[config.mk]
export PLATFORM = sky130hd
export DESIGN_NAME = kbd_cmd_seq
export DESIGN_NICKNAME = d
export VERILOG_FILES = /design/src/rtl/kbd_pkg.sv /design/src/rtl/kbd_tout_timer.sv /design/src/rtl/kbd_cmd_seq.sv
export SDC_FILE = /design/constraint.sdc
export NUM_CORES = 1
export LEC_CHECK = 0
export ABC_CLOCK_PERIOD_IN_PS = 4100
export CELL_PAD_IN_SITES_DETAIL_PLACEMENT = 0
export CELL_PAD_IN_SITES_GLOBAL_PLACEMENT = 2
export CORE_MARGIN = 3
export CORE_UTILIZATION = 35
export CTS_BUF_LIST = sky130_fd_sc_hd__clkbuf_16
export DETAILED_ROUTE_END_ITERATION = 10
export GPL_TIMING_DRIVEN = 1
export PLACE_DENSITY = 0.91
export SLEW_MARGIN = 20
export SYNTH_ARGS = -nofsm -noshare
export SYNTH_HDL_FRONTEND = slang
export SYNTH_SLANG_ARGS = --single-unit
[constraint.sdc]
create_clock -name clk -period 4.1 [get_ports clk]
set_input_delay 0.615 -clock clk [delete_from_list [all_inputs] [get_ports clk]]
set_output_delay 0.615 -clock clk [all_outputs]
set_load 0.02 [all_outputs]
[src/rtl/kbd_pkg.sv]
// Shared codes, FSM state and error encodings for the PS/2 host command sequencer.
// INIT/BATWAIT states exist only when KBD_CMD_SEQ_INIT_EN is defined.
package kbd_pkg;

    localparam logic [7:0] KBD_ACK        = 8'hFA;
    localparam logic [7:0] KBD_RESEND     = 8'hFE;
    localparam logic [7:0] KBD_BAT_OK     = 8'hAA;
    localparam logic [7:0] KBD_CMD_RESET  = 8'hFF;
    localparam logic [7:0] KBD_CMD_SETLED = 8'hED;

    typedef enum logic [2:0] {
        ST_IDLE,
        ST_SEND,
        ST_TXWAIT,
        ST_ACKWAIT,
        ST_FIN
`ifdef KBD_CMD_SEQ_INIT_EN
        ,
        ST_INIT,
        ST_BATWAIT
`endif
    } seq_state_t;

    typedef enum logic [1:0] {
        ERR_OK    = 2'b00,
        ERR_TOUT  = 2'b01,
        ERR_RETRY = 2'b10,
        ERR_TX    = 2'b11
    } cmd_err_t;

endpackage

[src/rtl/kbd_tout_timer.sv]
// Saturating 32-bit response timer; expired once the count reaches limit_i-1.
module kbd_tout_timer (
    input  logic        clk,
    input  logic        rst,
    input  logic        clr_i,
    input  logic        en_i,
    input  logic [31:0] limit_i,
    output logic        expired_o
);

    logic [31:0] cnt_q;

    always_ff @(posedge clk) begin
        if (rst) begin
            cnt_q <= '0;
        end else if (clr_i) begin
            cnt_q <= '0;
        end else if (en_i && (cnt_q != 32'hFFFF_FFFF)) begin
            cnt_q <= cnt_q + 32'd1;
        end
    end

    // Widened so a limit of 0 expires at once instead of wrapping.
    assign expired_o = ({1'b0, cnt_q} + 33'd1) >= {1'b0, limit_i};

endmodule

[src/rtl/kbd_cmd_seq.sv]
// PS/2 host command sequencer: sends 1-2 byte commands, handles ACK/RESEND/timeout, forwards scan codes.
// Define KBD_CMD_SEQ_INIT_EN to send a keyboard reset and wait for BAT after reset.
module kbd_cmd_seq
    import kbd_pkg::*;
#(
    parameter logic [31:0] ACK_TOUT  = 32'd2_000_000,
    parameter int unsigned MAX_RETRY = 3,
    parameter logic [31:0] BAT_TOUT  = 32'd100_000_000
) (
    input  logic       clk,
    input  logic       rst,
    input  logic       cmd_req,
    input  logic [7:0] cmd_byte,
    input  logic       cmd_has_arg,
    input  logic [7:0] cmd_arg,
    output logic       cmd_busy,
    output logic       cmd_done,
    output logic [1:0] cmd_err,
    output logic       tx_start,
    output logic [7:0] tx_data,
    input  logic       tx_done,
    input  logic       tx_fail,
    output logic       host_oe,
    input  logic [7:0] scode,
    input  logic       scode_en,
    output logic [7:0] key_code,
    output logic       key_en
);

    seq_state_t  state_q, state_d;
    logic [7:0]  cmd_q, cmd_d, arg_q, arg_d;
    logic        has_arg_q, has_arg_d, byte_sel_q, byte_sel_d;
    logic [31:0] retry_q, retry_d;
    cmd_err_t    err_d;
    logic        tmr_clr, tmr_en, tmr_expired, consume, bat_phase;
    logic [31:0] tout_limit;

    logic        tx_start_q, host_oe_q, cmd_done_q, key_en_q;
    logic [7:0]  tx_data_q, key_code_q;
    logic [1:0]  cmd_err_q;

`ifdef KBD_CMD_SEQ_INIT_EN
    logic        init_q, init_d;
    assign bat_phase = (state_q == ST_BATWAIT);
`else
    assign bat_phase = 1'b0;
`endif

    assign tout_limit = bat_phase ? BAT_TOUT : ACK_TOUT;

    kbd_tout_timer u_timer (
        .clk       (clk),
        .rst       (rst),
        .clr_i     (tmr_clr),
        .en_i      (tmr_en),
        .limit_i   (tout_limit),
        .expired_o (tmr_expired)
    );

    always_comb begin
        state_d    = state_q;
        cmd_d      = cmd_q;
        arg_d      = arg_q;
        has_arg_d  = has_arg_q;
        byte_sel_d = byte_sel_q;
        retry_d    = retry_q;
        err_d      = ERR_OK;
        tmr_clr    = 1'b0;
        tmr_en     = 1'b0;
        consume    = 1'b0;
`ifdef KBD_CMD_SEQ_INIT_EN
        init_d     = init_q;
`endif
        unique case (state_q)
            ST_IDLE: begin
                if (cmd_req) begin
                    cmd_d      = cmd_byte;
                    arg_d      = cmd_arg;
                    has_arg_d  = cmd_has_arg;
                    byte_sel_d = 1'b0;
                    retry_d    = '0;
                    state_d    = ST_SEND;
                end
            end
            ST_SEND: state_d = ST_TXWAIT;
            ST_TXWAIT: begin
                if (tx_done) begin
                    if (tx_fail) begin
                        err_d   = ERR_TX;
                        state_d = ST_FIN;
                    end else begin
                        tmr_clr = 1'b1;
                        state_d = ST_ACKWAIT;
                    end
                end
            end
            ST_ACKWAIT: begin
                tmr_en = 1'b1;
                if (scode_en && (scode == KBD_ACK)) begin
                    consume = 1'b1;
                    if (!byte_sel_q && has_arg_q) begin
                        byte_sel_d = 1'b1;
                        retry_d    = '0;
                        state_d    = ST_SEND;
`ifdef KBD_CMD_SEQ_INIT_EN
                    end else if (init_q) begin
                        tmr_clr = 1'b1;
                        state_d = ST_BATWAIT;
`endif
                    end else begin
                        state_d = ST_FIN;
                    end
                end else if (scode_en && (scode == KBD_RESEND)) begin
                    consume = 1'b1;
                    if (retry_q < MAX_RETRY) begin
                        retry_d = retry_q + 32'd1;
                        state_d = ST_SEND;
                    end else begin
                        err_d   = ERR_RETRY;
                        state_d = ST_FIN;
                    end
                end else if (tmr_expired && !scode_en) begin
                    // Any strobe holds off the timeout for a cycle; the saturated count catches it next cycle.
                    err_d   = ERR_TOUT;
                    state_d = ST_FIN;
                end
            end
            ST_FIN: state_d = ST_IDLE;
`ifdef KBD_CMD_SEQ_INIT_EN
            ST_INIT: begin
                init_d     = 1'b1;
                cmd_d      = KBD_CMD_RESET;
                has_arg_d  = 1'b0;
                byte_sel_d = 1'b0;
                retry_d    = '0;
                state_d    = ST_SEND;
            end
            ST_BATWAIT: begin
                tmr_en = 1'b1;
                if (scode_en && (scode == KBD_BAT_OK)) begin
                    consume = 1'b1;
                    state_d = ST_FIN;
                end else if (tmr_expired && !scode_en) begin
                    err_d   = ERR_TOUT;
                    state_d = ST_FIN;
                end
            end
`endif
            default: state_d = ST_IDLE;
        endcase
`ifdef KBD_CMD_SEQ_INIT_EN
        // Power-up sequence reports every failure as a timeout.
        if (init_q && (state_d == ST_FIN)) begin
            err_d  = (err_d == ERR_OK) ? ERR_OK : ERR_TOUT;
            init_d = 1'b0;
        end
`endif
    end

    always_ff @(posedge clk) begin
        if (rst) begin
`ifdef KBD_CMD_SEQ_INIT_EN
            state_q <= ST_INIT;
            init_q  <= 1'b1;
`else
            state_q <= ST_IDLE;
`endif
            byte_sel_q <= 1'b0;
            retry_q    <= '0;
            tx_start_q <= 1'b0;
            tx_data_q  <= 8'h00;
            host_oe_q  <= 1'b0;
            cmd_done_q <= 1'b0;
            cmd_err_q  <= 2'b00;
            key_en_q   <= 1'b0;
            key_code_q <= 8'h00;
        end else begin
            state_q    <= state_d;
`ifdef KBD_CMD_SEQ_INIT_EN
            init_q     <= init_d;
`endif
            byte_sel_q <= byte_sel_d;
            retry_q    <= retry_d;
            tx_start_q <= (state_q == ST_SEND);
            if (state_q == ST_SEND) begin
                tx_data_q <= byte_sel_q ? arg_q : cmd_q;
                host_oe_q <= 1'b1;
            end else if ((state_q == ST_TXWAIT) && tx_done) begin
                host_oe_q <= 1'b0;
            end
            cmd_done_q <= (state_d == ST_FIN);
            cmd_err_q  <= (state_d == ST_FIN) ? err_d : ERR_OK;
            key_en_q   <= scode_en && !host_oe_q && !consume;
            if (scode_en && !host_oe_q && !consume) begin
                key_code_q <= scode;
            end
        end
    end

    // Command payload is only meaningful once latched, so it carries no reset.
    always_ff @(posedge clk) begin
        cmd_q     <= cmd_d;
        arg_q     <= arg_d;
        has_arg_q <= has_arg_d;
    end

    assign cmd_busy = (state_q != ST_IDLE);
    assign cmd_done = cmd_done_q;
    assign cmd_err  = cmd_err_q;
    assign tx_start = tx_start_q;
    assign tx_data  = tx_data_q;
    assign host_oe  = host_oe_q;
    assign key_en   = key_en_q;
    assign key_code = key_code_q;

endmodule
## Word level (Yosys, flattened, before mapping)

Cells that the tools add are included.

- Latch bits: 0
- Memories: 0
- Input bits: 31
- Memory bits (read-only): 0
- Bits in writable memories: 0
- Word-level logic and storage cells: 90
- Register bits after elaboration: 107
- Output and inout bits: 23

- Bitwise operators: 1
- Shift operators: 0
- Add/sub/neg operators: 3
- $lt $le $gt $ge: 2
- Multiplexer cells: 36
- Reductions and logical operators: 21
- Multiply operators: 0
- Divide/modulo/power cells: 0
- Eq/ne operators: 13

Operator list:

| operator | number |
|---|---|
| $mux W32 | 5 |
| $add A32 B1 Y32 const B | 2 |
| $pmux W32 S2 | 1 |
| $add A32 B1 Y33 const B | 1 |
| $ge A33 B21 Y1 const B | 1 |
| $lt A32 B2 Y1 const B | 1 |
| $ne A32 B32 Y1 const B | 1 |
| $mux W3 | 8 |
| $eq A8 B8 Y1 const B | 2 |
| $mux W1 | 13 |
| $pmux W3 S4 | 1 |
| $mux W2 | 5 |
| $ne A3 B3 Y1 const B | 3 |
| $logic_and A1 B1 Y1 | 8 |
| $mux W8 | 1 |
| $eq A3 B2 Y1 const B | 2 |
| $ne A2 B2 Y1 const B | 3 |
| $reduce_and A5 Y1 | 1 |
| $logic_not A1 Y1 | 4 |
| $pmux W2 S2 | 1 |
| $reduce_and A4 Y1 | 1 |
| $reduce_bool A2 Y1 | 2 |
| $reduce_or A2 Y1 | 2 |
| $eq A3 B1 Y1 const B | 1 |
| other kinds (6) | 6 |

## Logic depth before layout (Yosys ltp)

- Depth after elaboration: 10
- Depth in mapped cells: 9
- Depth with buffers taken out: 8

## Cells and area by module

From an unflattened synthesis, not the netlist that was laid out.

- Cells, all modules: 592
- Area, all modules: 5530.3 um^2

Modules (own cells, without submodules):

| module | instances | seq. area each (um^2) | cells an instance | area an instance (um^2) |
|---|---|---|---|---|
| kbd_tout_timer | 1 | 640.6 | 360 | 2880.3 |
| kbd_cmd_seq | 1 | 1671.6 | 232 | 2650.0 |

## Worst setup path after synthesis

No wires, ideal clock.

- Kind: register to register
- From: reg state_q[1]
- To: reg retry_q[27]
- Stages on the path, launching flop included: 9
- Clock period less this slack: 3026 ps
- Arrival: 2960 ps
- Path buffers: 1
- Library setup time: 66 ps
- Data required time: 4034 ps
- Slack: 1074 ps
- Cells stage by stage: dfxtp_1 clkbuf_1 or3_1 nor2_1 or2_2 o21ai_1 nor4_2 a41oi_1 nor2_1

- Longest elaborated chain between the ends: 3
- Elaborated cells on any way between the ends: 9
- Those cells by class: eq/ne: 5; mux: 1; reduce/logical: 3

RTL lines:

| element | line | RTL |
|---|---|---|
| from (decl) | kbd_cmd_seq.sv:30 | `seq_state_t state_q, state_d;` |
| from (signal assigned) | kbd_cmd_seq.sv:178 | `state_q <= state_d;` |
| $eq A3 B2 Y1 or $logic_not A3 Y1 (tied branches) | kbd_cmd_seq.sv:74 | `unique case (state_q)` |
| $ne A3 B3 Y1 (no source line) (tied with other cells) | - |  |
| $reduce_and A5 Y1 (no source line) | - |  |
| to (signal assigned) | kbd_cmd_seq.sv:183 | `retry_q <= retry_d;` |
| to (decl) | kbd_cmd_seq.sv:33 | `logic [31:0] retry_q, retry_d;` |

Several ways; a longest one is shown, not always the timed one.
A chain may end at the register's enable or synchronous reset.

## Worst setup path in the final report

- From: reg u_timer.cnt_q[0]
- To: reg cmd_done_q (netlist: cmd_done)

- Longest elaborated chain between the ends: 8

RTL lines:

| element | line | RTL |
|---|---|---|
| from (decl) | kbd_tout_timer.sv:11 | `logic [31:0] cnt_q;` |
| from (signal assigned) | kbd_tout_timer.sv:19 | `cnt_q <= cnt_q + 32'd1;` |
| $add A32 B1 Y33 | kbd_tout_timer.sv:24 | `assign expired_o = ({1'b0, cnt_q} + 33'd1) >= {1'b0, limit_i};` |
| $ge A33 B21 Y1 | kbd_tout_timer.sv:24 |  |
| $logic_and A1 B1 Y1 | kbd_cmd_seq.sv:122 | `end else if (tmr_expired && !scode_en) begin` |
| $mux W3 | kbd_cmd_seq.sv:122 |  |
| $mux W3 | kbd_cmd_seq.sv:113 | `end else if (scode_en && (scode == KBD_RESEND)) begin` |
| $mux W3 | kbd_cmd_seq.sv:99 | `if (scode_en && (scode == KBD_ACK)) begin` |
| $pmux W3 S4 | kbd_cmd_seq.sv:74 |  |
| $eq A3 B3 Y1 | kbd_cmd_seq.sv:191 | `cmd_done_q <= (state_d == ST_FIN);` |
| to (signal assigned) | kbd_cmd_seq.sv:191 |  |
| to (decl) | kbd_cmd_seq.sv:38 | `logic tx_start_q, host_oe_q, cmd_done_q, key_en_q;` |

Every way passes these cells.

==> run summary <==
Data on the critical path is required at its endpoint by 4340 ps. Largest clock skew in the final design: 11.76 ps. For hold timing, the worst endpoint is key_code[1]$_SDFFE_PP0P_. The kind of path behind the tightest hold check is reg -> reg.

The number of ports placed on the die boundary came out at 54. In this run the most critical hold path is launched from key_code[1]$_SDFFE_PP0P_. After synthesis the netlist holds a flip-flop and latch count of 107. The proportion of layout cells with a drive suffix above 1 was 7.107%. The total non-filler cell area in the finished layout was 0.005927 mm². The share of synthesized area in the top cell type comes to 36.66%.

The final-stage net count was 619; the die width was 124.5 µm. At the pin with the least slew margin, the transition time is 993.8 ps. The die covers 0.01550 mm². The worst path uses 74.05% of the clock period. The run gives 0 as the number of max-capacitance violations reported. Origin of the critical flop-to-flop path: u_timer.cnt_q[0]$_SDFFE_PP0P_. Once the clock tree was built, the setup fixing pass inserted 0 buffers.

The dominant synthesized flop cell was sky130_fd_sc_hd__dfxtp_1. Setup repair after global routing left no endpoint under its margin. Summed over all cells, the static leakage comes to 2.012 nW. The initial DRC count was 219.

The area growth from synthesis to layout was 20.60%; the total number of H-tree levels was 3. After legalization and detailed placement, the total HPWL measured 8078 µm. The run gives 33.45% as the worst slew margin relative to its limit. The Yosys step of the flow raised 0 warnings. The commonest cells after synthesis are sky130_fd_sc_hd__nor2_1 (91), sky130_fd_sc_hd__dfxtp_1 (90), sky130_fd_sc_hd__xnor2_1 (29). The worst setup path is launched from a register. The largest net degree at the start of global routing is 33, and the clock tree buffer depth is 2. The kind of critical path was reg -> reg.

The tools report the launch point of the critical path as u_timer.cnt_q[0]$_SDFFE_PP0P_. VDD sags by at most 0.2023 mV. The largest driver fanout on the critical path came out at 8.

Summed over all instances, the cell type with the most area after synthesis is sky130_fd_sc_hd__dfxtp_1. The mean number of vias per cell came out at 5.261. Among all cell types in the netlist, the one instantiated most often is sky130_fd_sc_hd__nor2_1. The cell area that synthesis handed to floorplanning was 0.004915 mm². The number of search-and-repair iterations in the first detailed-routing pass was 5; the effective utilization at floorplan was 36.39%. The critical path goes through ha_1 > nand3_1 > or4_4 > xnor2_1 > o311ai_0 > o211ai_1 > o21a_1. The run finished with clean final reports. The layout has 1324 filler cells. The terminus of the critical flop-to-flop path is cmd_done$_SDFF_PP0_.

The total nets after synthesis was 575; the distinct cell type count of the synthesized netlist was 57. After floorplanning, the core was divided into 42 placement rows. Dividing the detail-routed wire length by the instance count gives 14.79 µm. Summed over all failing endpoints, the final setup total negative slack is 0 ps. Of the synthesized area, sequential elements account for 47.05%. The worst path in the final design needs a cycle of 3036 ps, including I/O delays and setup. The number of hold violations in the final report was 0; the leftover overflow at the end of global routing was 0. After detailed routing, the number of remaining DRC violations is 0.

For this run, the slowest stage of the critical path takes 720 ps. Synthesis handed over a netlist of 542 instances. The number of cells upsized or downsized after cts is 0.

STA classifies the critical path endpoint as a register. During placement, the flow inserted port buffers numbering 53. The run gives 3280 ps as the data arrival time of the critical path. In this run the remaining antenna-violating nets after routing total 0. The maximum frequency from static timing analysis was 329.4 MHz; the overall fraction of global-route tracks in use was 14.84%.

Across all register-to-register paths, the minimum setup slack is 1060 ps. TritonCTS built the clock tree. The initial antenna violation count came out at 0. Power spread over the standard cell area amounts to 375.4 mW/mm².

Detailed routing inserted a total of 4035 vias. The number of diodes added for antenna fixing was 0; the die extent in y was 124.5 µm. The count of final max-slew check failures is 0, and the total wire length after detailed routing is 11350 µm. The worst hold path was traced through 2 stages. Counting cells, the worst reg-to-reg path comes to 7. In this run the cell area measured after placement is 0.005609 mm². The footprint of the flip-flops and latches came out at 0.002312 mm². After clock tree synthesis, the clock-pin slew on the worst setup and hold paths is 80 ps.

For the worst-skew pair, the clock arrives at the later sink with an insertion delay of 350 ps. The number of global-route vias before repair came out at 3883. Counting every sink on the clock net gives 107.

Share of async-settable or async-resettable flops after synthesis: 0%. Buffers inserted to repair hold after CTS numbered 0. For the number of endpoints failing setup at the final stage, the log shows 0.

After synthesis, the mean cell area works out to 9.068 µm². The area of the multi-input gates is 0.002456 mm², and the area of the placeable core is 0.01351 mm². Ranked by total cell area, the synthesized netlist is headed by sky130_fd_sc_hd__dfxtp_1 (37%), sky130_fd_sc_hd__edfxtp_1 (10%), sky130_fd_sc_hd__nor2_1 (7.0%). In this run the clock root is driven by a sky130_fd_sc_hd__clkbuf_16.

Routability-driven placement finished with a final weighted congestion of 0.7994. The number of enable flip-flop cells after synthesis works out to 17. Counting the buffers created by CTS gives 9. Highest-delay cell along the critical path: sky130_fd_sc_hd__o311ai_0.

The first global-routing pass estimated 19220 µm of wire.
-- final cells by class --
cell class / count / share of cell area [%]
clock buffers: 9 / 3.800
flip-flops and latches: 107 / 39.01
clock inverters: 7 / 1.562
repair buffers: 59 / 9.711
inverters: 12 / 0.7600
well taps: 176 / 3.715
multi-input cells: 397 / 41.44
-- cells by family after synthesis --
kind of cell / synth area share, %
buf+inv: 3.157
compound gates: 11.30
xor+xnor: 7.306
flops: 47.05
mux: 3.259
fa+ha+maj: 0.5091
simple gates: 27.42
-- registers in the layout, indices dropped and copies added, names as in the netlist, 2 cells and up --
name and cells:
tx_data 8, cmd_err 2, arg_q 8, key_code 8, u_timer.cnt_q 32, retry_q 32, state_q 3, cmd_q 8
-- through the flow --
| stage | total power [mW] | util (%) | cells | hold slack [ps] | setup slack, ps |
|---|---|---|---|---|---|
| after floorplan | 1.250 | - | 542 | 441.7 | 1074 |
| after global placement | 1.345 | 41.53 | 751 | 448.0 | 924.5 |
| after detailed placement | 1.350 | 41.53 | 751 | 467.2 | 810.8 |
| after CTS | 2.261 | 43.89 | 767 | 478.9 | 1062 |
| after global routing | 2.321 | 43.89 | 767 | 500.0 | 803.3 |
| final | 2.225 | 43.89 | 767 | 477.5 | 1064 |
-- worst max-delay path: cells and delay by family, from the launching register on --
family          cells  cell delay (ps)
compound gates      3             1200
xor+xnor            1              150
fa+ha+maj           1              320
flops               1              410
simple gates        2              860
-- routing by layer --
metal	wire [µm]	share of wire, %	GRT usage (%)	vias to the layer above
li1	-	-	-	2045
met1	5509	49	19.91	1930
met2	5508	49	23.92	57
met3	280	2.5	3.559	3
met4	48	0.42	4.126	0
met5	0	0	0	-
-- placed cells by master (no fill, tap or decap), drive strengths merged, types with 6 or more instances in the layout --
cell and count:
mux2i 16, buf 6, inv 15, o21ai 8, and4 6, a21oi 20
xnor2 29, dfxtp 90, clkbuf 9, a211oi 13, nor4 17, nand3 24
or2 6, nor3 23, and2 12, nor2 91, nand4 17, xor2 12
edfxtp 17, a31oi 9, and3 15, clkdlybuf4s50 53, nand2 28
-- how the worst max path moves through the flow --
stage,to,slack (ps)
detailed placement,retry_q[27]$_SDFFE_PP0P_,810
CTS,cmd_done$_SDFF_PP0_,1060
global route,cmd_done$_SDFF_PP0_,800
global placement,retry_q[31]$_SDFFE_PP0P_,920
finish,cmd_done$_SDFF_PP0_,1060
floorplan,retry_q[27]$_SDFFE_PP0P_,1070
-- power breakdown --
group          total [mW]  internal (mW)  switching, mW
Clock               0.901          0.489          0.411
Combinational       0.200         0.0906          0.109
Sequential           1.12           1.10         0.0201
Total                2.23           1.68          0.541
No activity file was read; power rests on OpenSTA's default activity.
